### config.mk
export PLATFORM = sky130hd
export DESIGN_NAME = fir_mul_arbiter
export DESIGN_NICKNAME = d
export VERILOG_FILES = /design/src/rtl/fir_mul_arbiter.sv
export SDC_FILE = /design/constraint.sdc
export NUM_CORES = 1
export LEC_CHECK = 0
export BUFFER_PORTS_ARGS = -buffer_cell sky130_fd_sc_hd__buf_4
export CELL_PAD_IN_SITES_DETAIL_PLACEMENT = 1
export CELL_PAD_IN_SITES_GLOBAL_PLACEMENT = 1
export CORE_AREA = 8 8 138 140
export CTS_BUF_LIST = sky130_fd_sc_hd__clkbuf_8
export DETAILED_ROUTE_END_ITERATION = 12
export DIE_AREA = 0 0 146 148
export GPL_ROUTABILITY_DRIVEN = 0
export MAX_ROUTING_LAYER = met4
export PLACE_DENSITY = 0.83
export SLEW_MARGIN = 20
export SYNTH_ARGS = -nofsm -noshare
export SYNTH_HDL_FRONTEND = slang
export SYNTH_SLANG_ARGS = --single-unit
export TNS_END_PERCENT = 20
### constraint.sdc
create_clock -name clk -period 6 [get_ports clk]
set_clock_uncertainty 0.2 [all_clocks]
set_input_delay 0 -clock clk [delete_from_list [all_inputs] [get_ports clk]]
set_output_delay 0 -clock clk [all_outputs]
set_load 0.01 [all_outputs]
### src/rtl/fir_mul_arbiter.sv
// fir_mul_arbiter: round-robin share of one pipelined multiplier between FIR taps.
// Optional per-requester grant counters: define FIR_MUL_ARB_GRANT_CNT_EN.
module fir_mul_arbiter #(
  parameter int N_REQ          = 4,
  parameter int BITWIDTH_INPUT = 16,
  parameter int MUL_LATENCY    = 7
) (
  input  logic                                clk,
  input  logic                                rstn,
  input  logic [N_REQ-1:0]                    req_valid,
  output logic [N_REQ-1:0]                    req_ready,
  input  logic [N_REQ*BITWIDTH_INPUT-1:0]     req_a,
  input  logic [N_REQ*BITWIDTH_INPUT-1:0]     req_b,
  output logic [BITWIDTH_INPUT-1:0]           mul_a,
  output logic [BITWIDTH_INPUT-1:0]           mul_b,
  input  logic [2*BITWIDTH_INPUT-1:0]         mul_q,
  output logic                                res_valid,
  output logic [$clog2(N_REQ)-1:0]            res_id,
  output logic [2*BITWIDTH_INPUT-1:0]         res_q,
  input  logic                                flush,
  output logic                                idle,
  output logic [$clog2(MUL_LATENCY+2)-1:0]    inflight,
  output logic [N_REQ*32-1:0]                 grant_cnt
);

  localparam int W    = BITWIDTH_INPUT;
  localparam int IDW  = $clog2(N_REQ);
  localparam int INFW = $clog2(MUL_LATENCY+2);
  localparam logic [IDW:0] NREQ_W = (IDW+1)'(N_REQ);

  typedef enum logic [1:0] {S_RUN, S_DRAIN, S_IDLE} state_e;

  state_e          r_state, w_state_nxt;
  logic [IDW-1:0]  r_rr_ptr;
  logic [W-1:0]    r_mul_a, r_mul_b;
  logic            r_tag_v  [MUL_LATENCY+1];
  logic [IDW-1:0]  r_tag_id [MUL_LATENCY+1];
  logic [INFW-1:0] r_inflight, w_inflight_nxt;

  logic               w_en, w_any, w_fire, w_ret;
  logic [2*N_REQ-1:0] w_dbl;
  logic [N_REQ-1:0]   w_rot;
  logic [IDW-1:0]     w_off, w_gnt, w_rr_nxt;
  logic [IDW:0]       w_sum, w_sum_wrap;
  logic [W-1:0]       w_a, w_b;

  assign w_en  = rstn && (r_state == S_RUN) && !flush;
  assign w_dbl = {req_valid, req_valid} >> r_rr_ptr;
  assign w_rot = w_dbl[N_REQ-1:0];

  // Lowest set bit of the rotated request vector is the offset from rr_ptr.
  always_comb begin
    w_off = '0;
    w_any = 1'b0;
    for (int i = N_REQ-1; i >= 0; i--) begin
      if (w_rot[i]) begin
        w_off = IDW'(i);
        w_any = 1'b1;
      end
    end
  end

  assign w_sum      = {1'b0, r_rr_ptr} + {1'b0, w_off};
  assign w_sum_wrap = w_sum - NREQ_W;
  assign w_gnt      = (w_sum >= NREQ_W) ? w_sum_wrap[IDW-1:0]
                                        : w_sum[IDW-1:0];
  assign w_fire     = w_en & w_any;
  assign w_rr_nxt   = (w_gnt == IDW'(N_REQ-1)) ? '0 : w_gnt + 1'b1;
  assign w_ret      = r_tag_v[MUL_LATENCY];

  always_comb begin
    req_ready = '0;
    if (w_fire) req_ready[w_gnt] = 1'b1;
  end

  always_comb begin
    w_a = '0;
    w_b = '0;
    for (int i = 0; i < N_REQ; i++) begin
      if (w_gnt == IDW'(i)) begin
        w_a = req_a[i*W +: W];
        w_b = req_b[i*W +: W];
      end
    end
  end

  always_comb begin
    w_inflight_nxt = r_inflight;
    unique case ({w_fire, w_ret})
      2'b10:   w_inflight_nxt = r_inflight + INFW'(1);
      2'b01:   w_inflight_nxt = r_inflight - INFW'(1);
      default: w_inflight_nxt = r_inflight;
    endcase
  end

  always_comb begin
    w_state_nxt = r_state;
    unique case (r_state)
      S_RUN:   if (flush) w_state_nxt = S_DRAIN;
      S_DRAIN: if (w_inflight_nxt == '0) w_state_nxt = S_IDLE;
      S_IDLE:  if (!flush) w_state_nxt = S_RUN;
      default: w_state_nxt = S_RUN;
    endcase
  end

  always_ff @(posedge clk) begin
    if (!rstn) begin
      r_state    <= S_RUN;
      r_rr_ptr   <= '0;
      r_mul_a    <= '0;
      r_mul_b    <= '0;
      r_inflight <= '0;
      for (int i = 0; i <= MUL_LATENCY; i++) begin
        r_tag_v[i]  <= 1'b0;
        r_tag_id[i] <= '0;
      end
    end else begin
      r_state    <= w_state_nxt;
      r_inflight <= w_inflight_nxt;
      if (w_fire) begin
        r_rr_ptr <= w_rr_nxt;
        r_mul_a  <= w_a;
        r_mul_b  <= w_b;
      end
      r_tag_v[0]  <= w_fire;
      r_tag_id[0] <= w_gnt;
      for (int i = 1; i <= MUL_LATENCY; i++) begin
        r_tag_v[i]  <= r_tag_v[i-1];
        r_tag_id[i] <= r_tag_id[i-1];
      end
    end
  end

  assign mul_a     = r_mul_a;
  assign mul_b     = r_mul_b;
  assign res_valid = w_ret;
  assign res_id    = w_ret ? r_tag_id[MUL_LATENCY] : '0;
  assign res_q     = w_ret ? mul_q : '0;
  assign idle      = (r_state == S_IDLE);
  assign inflight  = r_inflight;

`ifdef FIR_MUL_ARB_GRANT_CNT_EN
  logic [31:0] r_cnt [N_REQ];

  always_ff @(posedge clk) begin
    if (!rstn) begin
      for (int i = 0; i < N_REQ; i++) r_cnt[i] <= '0;
    end else if (w_fire) begin
      r_cnt[w_gnt] <= r_cnt[w_gnt] + 32'd1;
    end
  end

  always_comb begin
    grant_cnt = '0;
    for (int i = 0; i < N_REQ; i++) grant_cnt[i*32 +: 32] = r_cnt[i];
  end
`else
  assign grant_cnt = '0;
`endif

endmodule

==> impl_metrics.tcl, run 1 <==
set metrics [dict create \
    status "completed" \
    crit_top_cell "a21oi_1" \
    fmax_ghz 0.193 \
    synth_cells 571 \
    synth-edff-count 0 \
    die_h_um 148 \
    synth.area.mux_share_pct 1.21 \
    ys.flop_type "dfxtp_1" \
    yosysWarnings 0 \
    synth_top_family_by_area "buffers and inverters" \
    fin_tns_setup_ns 0 \
    firstDrtPassIters 4 \
    post_cts.repair.setup_buffers 0 \
    synth_area_per_cell_um2 7.95 \
    async_flop_share_pct 0 \
    synth_fa_ha_area_share_pct 2.20 \
    htree_levels 3 \
    cap_violations 0 \
    grt_pass1_vias 5644 \
    path_buf_inv 4 \
    io_pins 371 \
    crit_arrival_ns 5.29 \
    grt_pass1_wl_um 31700 \
    drive_gt1_share_pct 30.5 \
    dpl-instance-area_um2 6010 \
    synthTopCellsByArea "dfxtp_1 (28%), buf_4 (21%), and2_1 (8.1%)" \
    path_clk_slew_ns 0.08 \
    setup_viol 0 \
    cp_slowest_stage_delay_ns 0.61 \
    route.vias.total 4988 \
    wl_um 20700 \
    num_rows 48 \
    ant_nets 0 \
    dieArea_um2 21600 \
    crit_slowest_cell "dlygate4sd3_1" \
    antenna_found_initial 1 \
    worst_ep_required_time_ns 6.10 \
    yosys.cell_count.top_type "buf_4" \
    grt_start_max_net_pins 73 \
    drv_slew 0 \
    wl_per_cell_um 18.6 \
    total_power_mw 1.82 \
    grt_overflow 0 \
    drt_iter0_markers 162 \
    synth-compound-area-share_pct 19.5 \
    nNetsFinal 1060 \
    critPathTopFamily "buffers and inverters" \
    syn-cell-area_um2 4540 \
    synth.distinct_cells 44 \
    port_buffers 242 \
    cts.sinks 64 \
    tritoncts "yes" \
    cts_buffers 9 \
    final_area_um2 7210 \
    hold_viol_final 0 \
    grtUsageTotal_pct 19.0 \
    cp_max_fo 35 \
    clk_latency_ns 0.35 \
    critPathKind "flop to flop" \
    fin_crit_sh_pct 86.5 \
    grt_setup_unrepaired "false" \
    clockBufferDepth 2 \
    path_cells "nor2_1, a211oi_1, a31oi_1, a211o_1, ha_1, xnor2_1, a21oi_1, nand2b_1, ha_1, buf_4, nor2b_2, buf_4, a221oi_1, nor3_1, a21oi_1, dlygate4sd3_1, a21oi_1, dlygate4sd3_1" \
    ir_worst_vdd_uv 122 \
    initial_core_util_pct 26.8 \
    synth-xor-area-share_pct 1.16 \
    power_density_nw_per_um2 252 \
    core-area_um2 16900 \
    leakage_nw 3.49 \
    slew_headroom_pct 52.3 \
    root_buffer "clkbuf_8" \
    start_kind "flop" \
    yosys.area_share.simple_pct 21.8 \
    synthTopCellsByCount "buf_4 (128), a21oi_1 (68), dfxtp_1 (64)" \
    min_period_ns 5.19 \
    cp-end-kind "flop" \
    viasPerCell 4.47 \
    min_path_type "input port to flop" \
    hpwl_um 14100 \
    synth_top_area_cell "dfxtp_1" \
    die_x_um 146 \
    drc 0 \
    worst_pin_slew_ns 0.716 \
    ys_seq_elements 64 \
    synth_top_cell_area_share_pct 28.2 \
    syn2layout_area_growth_pct 58.8 \
    ys_seq_area_share_pct 28.2 \
]
cells by family after synthesis:
group	Yosys count
buf+inv	173
simple gates	171
compound gates	143
flops	64
fa+ha+maj	8
xor+xnor	6
mux	5
other cells	1
path summary, 6_finish.rpt:
path,from,to,slack (ns),cells past startpoint
setup / recovery,r_rr_ptr[0],mul_a[13],0.81,18
hold / removal,req_valid[0],r_tag_id[0][1],0.04,4
hold reg to reg,r_tag_id[1][4],r_tag_id[1][6],0.23,1
setup reg to reg,r_rr_ptr[0],mul_a[13],0.81,18
metrics by stage:
stage	hold slack [ns]	util [%]	worst slack, ns	std cells
3_5_place_dp	0.0954	35.5	2.13	1002
6_report	0.0355	42.6	0.811	1115
4_1_cts	0.00625	42.5	1.01	1114
5_1_grt	0.0657	42.6	0.443	1115
2_1_floorplan	-0.0502	-	2.92	698
3_3_place_gp	0.0891	35.5	2.27	1002
layer usage:
metal,up-vias,track usage [%],wire (um)
met4,0,6.90,493
li1,2325,-,-
met1,2367,18.2,7570
met3,30,8.04,2000
met2,266,33.8,10700
met5,-,-,0
timing repair:
action                                 4_1_cts  5_1_grt
hold buffers                                97        0
gates resized for setup                      0        0
setup endpoints to repair                    0        0
endpoints found under the hold margin       55        0
flip-flops by register name, summed over array words and instances (netlist names):
| register | flops |
|---|---|
| r_tag_v | 8 |
| mul_b | 16 |
| mul_a | 16 |
| r_state | 2 |
| r_tag_id | 16 |
| inflight | 4 |
| r_rr_ptr | 2 |
cells in the final DEF (no fill, tap or decap), types with 4 or more instances in the layout:
cell type,synthesis,routed
dfxtp_1,64,64
a21oi_1,68,68
o21ai_0,33,33
conb_1,1,128
inv_1,5,6
ha_1,8,6
dlygate4sd3_1,0,97
nor2b_1,33,33
nor2_1,22,22
clkbuf_8,0,11
mux2i_1,4,4
nor3_1,33,33
buf_4,128,247
and2_1,59,59
nand2_1,4,4
a221oi_1,31,31
layout make-up:
class | instances | area, um^2
flip-flops and latches | 64 | 1280
multi-input cells | 461 | 2580
well taps | 225 | 282
inverters | 5 | 18.8
repair buffers | 344 | 2830
diodes | 1 | 2.50
clock buffers | 11 | 151
clock inverters | 4 | 68.8
fillers | 2074 | 9730
power breakdown:
| part | leakage, nW | internal [mW] | switching, mW |
|---|---|---|---|
| sequential | 0.522 | 0.458 | 0.0220 |
| clock | 0.117 | 0.252 | 0.177 |
| combinational | 2.85 | 0.466 | 0.444 |
| total | 3.49 | 1.18 | 0.643 |
worst min-delay path, cell delays in order:
cell and delay (ns):
buf_4 0.12, o21bai_1 0.14, nand3_1 0.12, nor3b_1 0.16
Power figures use the tool's default switching activity.
==> run 2: changes to the inputs <==
- CORE_AREA: 8 8 138 140 -> 8 8 137 139
- CTS_BUF_LIST: sky130_fd_sc_hd__clkbuf_8 -> sky130_fd_sc_hd__clkbuf_16
- DIE_AREA: 0 0 146 148 -> 0 0 145 147
- PLACE_DENSITY: 0.83 -> 0.84
==> run 2 against run 1 <==
  * The flow now finishes with violations (hold timing)
  * Hold slack worse by 0.043 ns
  * Fmax up 4.3%
  * Core utilization down 0.83 points
  * Wire length down 8.8%
  * Cell count down 2.6%
  * Combinational power down 6.6%
  * Clock power up 23%
  * Flip-flop and latch count unchanged
  * Highest routed layer unchanged
==> impl_metrics.tcl, run 2 (synthesized netlist as in run 1, its figures left out) <==
set metrics [dict create \
    setup_viol 0 \
    drc 0 \
    path_clk_slew_ns 0.07 \
    num_rows 48 \
    cp_slowest_stage_delay_ns 0.58 \
    io_pins 371 \
    drive_gt1_share_pct 31.7 \
    viasPerCell 4.43 \
    port_buffers 242 \
    crit_slowest_cell "dlygate4sd3_1" \
    antenna_found_initial 0 \
    ir_worst_vdd_uv 129 \
    grt_pass1_vias 5353 \
    hold_slack_ns -0.00731 \
    cp_max_fo 35 \
    crit_top_cell "a21oi_1" \
    fmax_ghz 0.201 \
    grtUsageTotal_pct 17.3 \
    worst_ep_required_time_ns 6.01 \
    firstDrtPassIters 4 \
    post_cts_resized 0 \
    dieArea_um2 21300 \
    slew_headroom_pct 53.8 \
    initial_core_util_pct 27.1 \
    start_kind "flop" \
    route.vias.total 4815 \
    wl_um 18900 \
    die_x_um 145 \
    grt_pass1_wl_um 29300 \
    critPathKind "flop to flop" \
    ctsHoldBuffers 68 \
    nNetsFinal 1031 \
    diodes 0 \
    total_power_mw 1.86 \
    hold_viol_final 11 \
    power_density_nw_per_um2 265 \
    min_path_type "input port to flop" \
    htree_levels 3 \
    fin_tns_setup_ns 0 \
    clkPwrFrac_pct 28.4 \
    die_h_um 147 \
    post_cts.repair.setup_buffers 0 \
    clockBufferDepth 2 \
    grt_setup_unrepaired "false" \
    net-switching-power_uw 646 \
    layout_common_cells "buf_4 (247), conb_1 (128), a21oi_1 (68), dlygate4sd3_1 (68), dfxtp_1 (64)" \
    root_buffer "clkbuf_16" \
    cp-end-kind "flop" \
    leakage_nw 3.34 \
    seq_power_share_pct 25.9 \
    syn2layout_area_growth_pct 54.0 \
    cap_violations 0 \
    fin_crit_sh_pct 82.9 \
    hpwl_um 13500 \
    path_cells "nor2_1, a211oi_1, a31oi_1, a211o_1, ha_1, xnor2_1, a21oi_1, nand2b_1, ha_1, buf_4, nor2b_2, buf_4, a221oi_1, nor3_1, a21oi_1, dlygate4sd3_1, a21oi_1, dlygate4sd3_1" \
    p_int_mw 1.21 \
    drv_slew 0 \
    grt_start_max_net_pins 73 \
    crit_arrival_ns 4.99 \
    cts.sinks 64 \
    failed_checks "hold timing" \
    final_common_cell "buf_4" \
    power_frac_comb_pct 45.7 \
    status "complete, but fails checks" \
    worst_pin_slew_ns 0.693 \
    drt_iter0_markers 124 \
    core-area_um2 16800 \
    ant_nets 0 \
    tritoncts "yes" \
    cts_buffers 9 \
    grt_overflow 0 \
    wl_per_cell_um 17.4 \
    clk_latency_ns 0.33 \
    min_period_ns 4.97 \
    p_sw_share_pct 34.8 \
]
-- run 2: power groups by stage --
stage / sequential (mW) / clock [mW] / combinational (mW)
final: 0.480 / 0.527 / 0.849
after global routing: 0.484 / 0.565 / 0.928
after CTS: 0.479 / 0.543 / 0.810
after detailed placement: 0.488 / 0 / 0.638
after global placement: 0.486 / 0 / 0.623
after floorplan: 0.494 / 0 / 0.473
-- run 2: worst paths after layout --
check | from | to | slack, ns | cells after the start
setup / recovery | r_rr_ptr[0] | mul_a[5] | 1.03 | 18
hold / removal | rstn | mul_a[12] | -0.007 | 3
setup reg to reg | r_rr_ptr[0] | mul_a[5] | 1.03 | 18
hold reg to reg | r_tag_id[0][3] | r_tag_id[0][5] | 0.23 | 1
-- run 2: layer usage --
metal | part of all wire [%] | GRT usage [%] | vias to the layer above
met1 | 38 | 18.0 | 2261
met2 | 51 | 30.1 | 254
li1 | - | - | 2272
met3 | 9.3 | 6.74 | 28
met4 | 1.7 | 4.73 | 0
met5 | 0 | - | -
-- run 2: cell type report --
class / instances / area (um^2)
Sequential cell: 64 / 1280
Clock buffer: 9 / 225
Tap cell: 225 / 282
Clock inverter: 7 / 71.3
Fill cell: 2039 / 9760
Inverter: 5 / 18.8
Multi-Input combinational cell: 461 / 2580
Timing Repair Buffer: 315 / 2530
-- run 2: worst max-delay path, delay by kind of cell, from the launching register on --
kind | cells | cell delay [ns]
XOR/XNOR | 1 | 0.15
flip-flops | 1 | 0.54
adder cells (fa/ha/maj) | 2 | 0.34
AO/OA/AOI/OAI | 7 | 1.37
buffers and inverters | 4 | 1.77
AND/OR/NAND/NOR | 4 | 0.46
-- run 2: metrics by stage --
| stage | instances | setup slack, ns | util, % | area [um^2] | hold slack [ns] |
|---|---|---|---|---|---|
| floorplan | 698 | 2.92 | - | 5020 | -0.0502 |
| global placement | 1002 | 2.39 | 35.8 | 6010 | 0.0901 |
| detailed placement | 1002 | 2.18 | 35.8 | 6010 | 0.0942 |
| CTS | 1086 | 1.13 | 41.7 | 6980 | 0.00106 |
| global route | 1086 | 0.747 | 41.7 | 6990 | 0.0188 |
| finish | 1086 | 1.03 | 41.7 | 6990 | -0.00731 |
==> run 3: changes to the inputs <==
- ABC_AREA: default -> 1
- CORE_AREA: 8 8 137 139 -> 8 8 139 173
- DIE_AREA: 0 0 145 147 -> 0 0 147 181
- PLACE_DENSITY: 0.84 -> 0.76
- clock period: 6 -> 4.4 ns (I/O delays scaled with it)
==> run 3 against run 2 <==
  * The run now ends clean
  * Setup slack got worse by 0.69 ns
  * Core utilization decreased by 7.2 points
  * Synthesized cell count increased by 37%
  * Largest cell class unchanged
  * Clock power increased by 33%
  * Fmax increased by 22%
==> impl_metrics.tcl, run 3 <==
set metrics [dict create \
    hold_slack_ns 0.0406 \
    status "completed" \
    grt_start_max_net_pins 67 \
    grt_overflow 0 \
    nNetsFinal 1246 \
    ys_seq_elements 64 \
    clockBufferDepth 2 \
    dp.cells 1270 \
    ys.flop_type "dfxtp_1" \
    start_kind "flop" \
    crit_arrival_ns 4.13 \
    grt_pass1_vias 5864 \
    hpwl_um 14700 \
    setup_viol 0 \
    power_density_nw_per_um2 384 \
    yosysWarnings 0 \
    async_flop_share_pct 0 \
    dpl-instance-area_um2 6370 \
    power_frac_comb_pct 51.8 \
    r2r_end "mul_b[9]" \
    cap_violations 0 \
    wl_per_cell_um 14.8 \
    r2r_cells 26 \
    total_power_mw 2.82 \
    firstDrtPassIters 4 \
    synth_top_area_cell "dfxtp_1" \
    wl_um 20000 \
    port_buffers 242 \
    clkPwrFrac_pct 24.8 \
    rr_startpoint "r_rr_ptr[0]" \
    io_pins 371 \
    viasPerCell 4.10 \
    min_path_cells 7 \
    leakage_nw 4.25 \
    ir_worst_vdd_uv 162 \
    fin_tns_setup_ns 0 \
    post-route-util_pct 34.5 \
    critPathKind "flop to flop" \
    worst_ep_required_time_ns 4.46 \
    die_x_um 147 \
    route.vias.total 5558 \
    min_period_ns 4.07 \
    cts.sinks 64 \
    drv_slew 0 \
    synth_area_per_cell_um2 6.15 \
    p_sw_share_pct 38.2 \
    final_area_um2 7360 \
    initial_core_util_pct 22.6 \
    synthTopCellsByCount "nand2_1 (226), buf_4 (128), nor2_1 (81)" \
    tritoncts "yes" \
    core-area_um2 21300 \
    fin_crit_sh_pct 92.4 \
    layout_common_cells "buf_4 (254), nand2_1 (226), conb_1 (128), nor2_1 (80), inv_1 (74)" \
    synth-edff-count 0 \
    hold_end "mul_a[0]" \
    path_clk_slew_ns 0.06 \
    hold_viol_final 0 \
    worst_pin_slew_ns 0.818 \
    final_common_cell "buf_4" \
    min_path_type "input port to flop" \
    hp-start "req_a[32]" \
    synth.distinct_cells 27 \
    synthTopCellsByArea "dfxtp_1 (27%), buf_4 (20%), nand2_1 (18%)" \
    ys_seq_area_share_pct 26.6 \
    net-switching-power_mw 1.08 \
    drive_gt1_share_pct 26.3 \
    rrSetupSlack_ns 0.33 \
    yosys.cell_count.top_type "nand2_1" \
    root_buffer "clkbuf_16" \
    drt_iter0_markers 184 \
    diodes 0 \
    drc 0 \
    synth_top_cell_area_share_pct 26.6 \
    clk_latency_ns 0.32 \
    cts_buffers 9 \
    seq_power_share_pct 23.4 \
    num_rows 60 \
    fmax_ghz 0.246 \
    syn-cell-area_um2 4820 \
    die_h_um 181 \
    post-place-ws_ns 0.571 \
    htree_levels 3 \
    grt_pass1_wl_um 30100 \
    cp-end-kind "flop" \
    cp_max_fo 7 \
    p_int_mw 1.75 \
    synth_cells 784 \
    ant_nets 0 \
    fin_cells 1354 \
    fin_ws_ns 0.333 \
    slew_headroom_pct 45.4 \
    syn2layout_area_growth_pct 52.6 \
    dieArea_um2 26600 \
    grtUsageTotal_pct 14.3 \
    antenna_found_initial 0 \
    n_fill_cell 2791 \
]
-- run 3: worst max-delay path by stage --
stage           startpoint        end  slack [ns]
2_1_floorplan  r_rr_ptr[0]  mul_b[10]        1.34
3_3_place_gp   r_rr_ptr[0]  mul_b[15]        0.74
3_5_place_dp   r_rr_ptr[0]   mul_b[4]        0.57
4_1_cts        r_rr_ptr[0]   mul_b[5]        0.03
5_1_grt        r_rr_ptr[0]   mul_b[2]       -0.03
6_report       r_rr_ptr[0]   mul_b[9]        0.33
-- run 3: logic make-up after synthesis --
kind of cell	count (synthesis)	share of synthesized area [%]
AO/OA/AOI/OAI	107	11.4
XOR/XNOR	3	0.545
adder cells (fa/ha/maj)	8	2.08
buffers and inverters	247	30.1
flip-flops	64	26.6
multiplexers	1	0.208
other	1	0.0778
AND/OR/NAND/NOR	353	29.1
-- run 3: worst max-delay path, cell delays in order (launching register included) --
cell,delay [ns]
dfxtp_2,0.39
inv_2,0.07
nand2_1,0.05
and2_1,0.13
nand2_1,0.06
o21ai_2,0.09
nand2_1,0.08
a21boi_0,0.19
ha_1,0.20
xor2_1,0.18
nand3b_1,0.13
nand2_1,0.10
inv_1,0.11
ha_1,0.15
inv_1,0.08
nor2_4,0.23
buf_4,0.16
buf_4,0.10
nand2_1,0.05
nand2_1,0.06
o21ai_0,0.11
nand2_1,0.10
o21ai_0,0.11
dlygate4sd3_1,0.60
nand3_1,0.10
nand2_1,0.07
nor2_1,0.09
-- run 3: what timing repair did --
action,CTS,global route
endpoints found under the setup margin,0,27
gates resized for setup,0,8
setup buffers,0,7
hold buffers,61,0
endpoints found under the hold margin,45,0
-- run 3: cell type report --
class,count,area [um^2],share of cell area (%)
clock buffers,9,225,3.06
inverters,78,298,4.05
clock inverters,6,61.3,0.833
repair inverters,1,7.51,0.102
flip-flops and latches,64,1280,17.5
multi-input cells,600,2580,35.1
repair buffers,317,2550,34.6
well taps,279,349,4.75
-- run 3: metal layers --
layer / share of wire (%) / track usage [%] / vias up
li1: - / - / 2721
met1: 38 / 13.9 / 2522
met2: 51 / 26.1 / 278
met3: 8.3 / 3.65 / 37
met4: 2.9 / 6.34 / 0
met5: 0 / - / -
-- run 3: power by group through the flow --
stage | sequential [mW] | clock, mW | combinational [mW]
floorplan | 0.682 | 0 | 0.787
global placement | 0.672 | 0 | 1.07
detailed placement | 0.674 | 0 | 1.09
CTS | 0.661 | 0.731 | 1.34
global route | 0.668 | 0.753 | 1.63
finish | 0.662 | 0.700 | 1.46
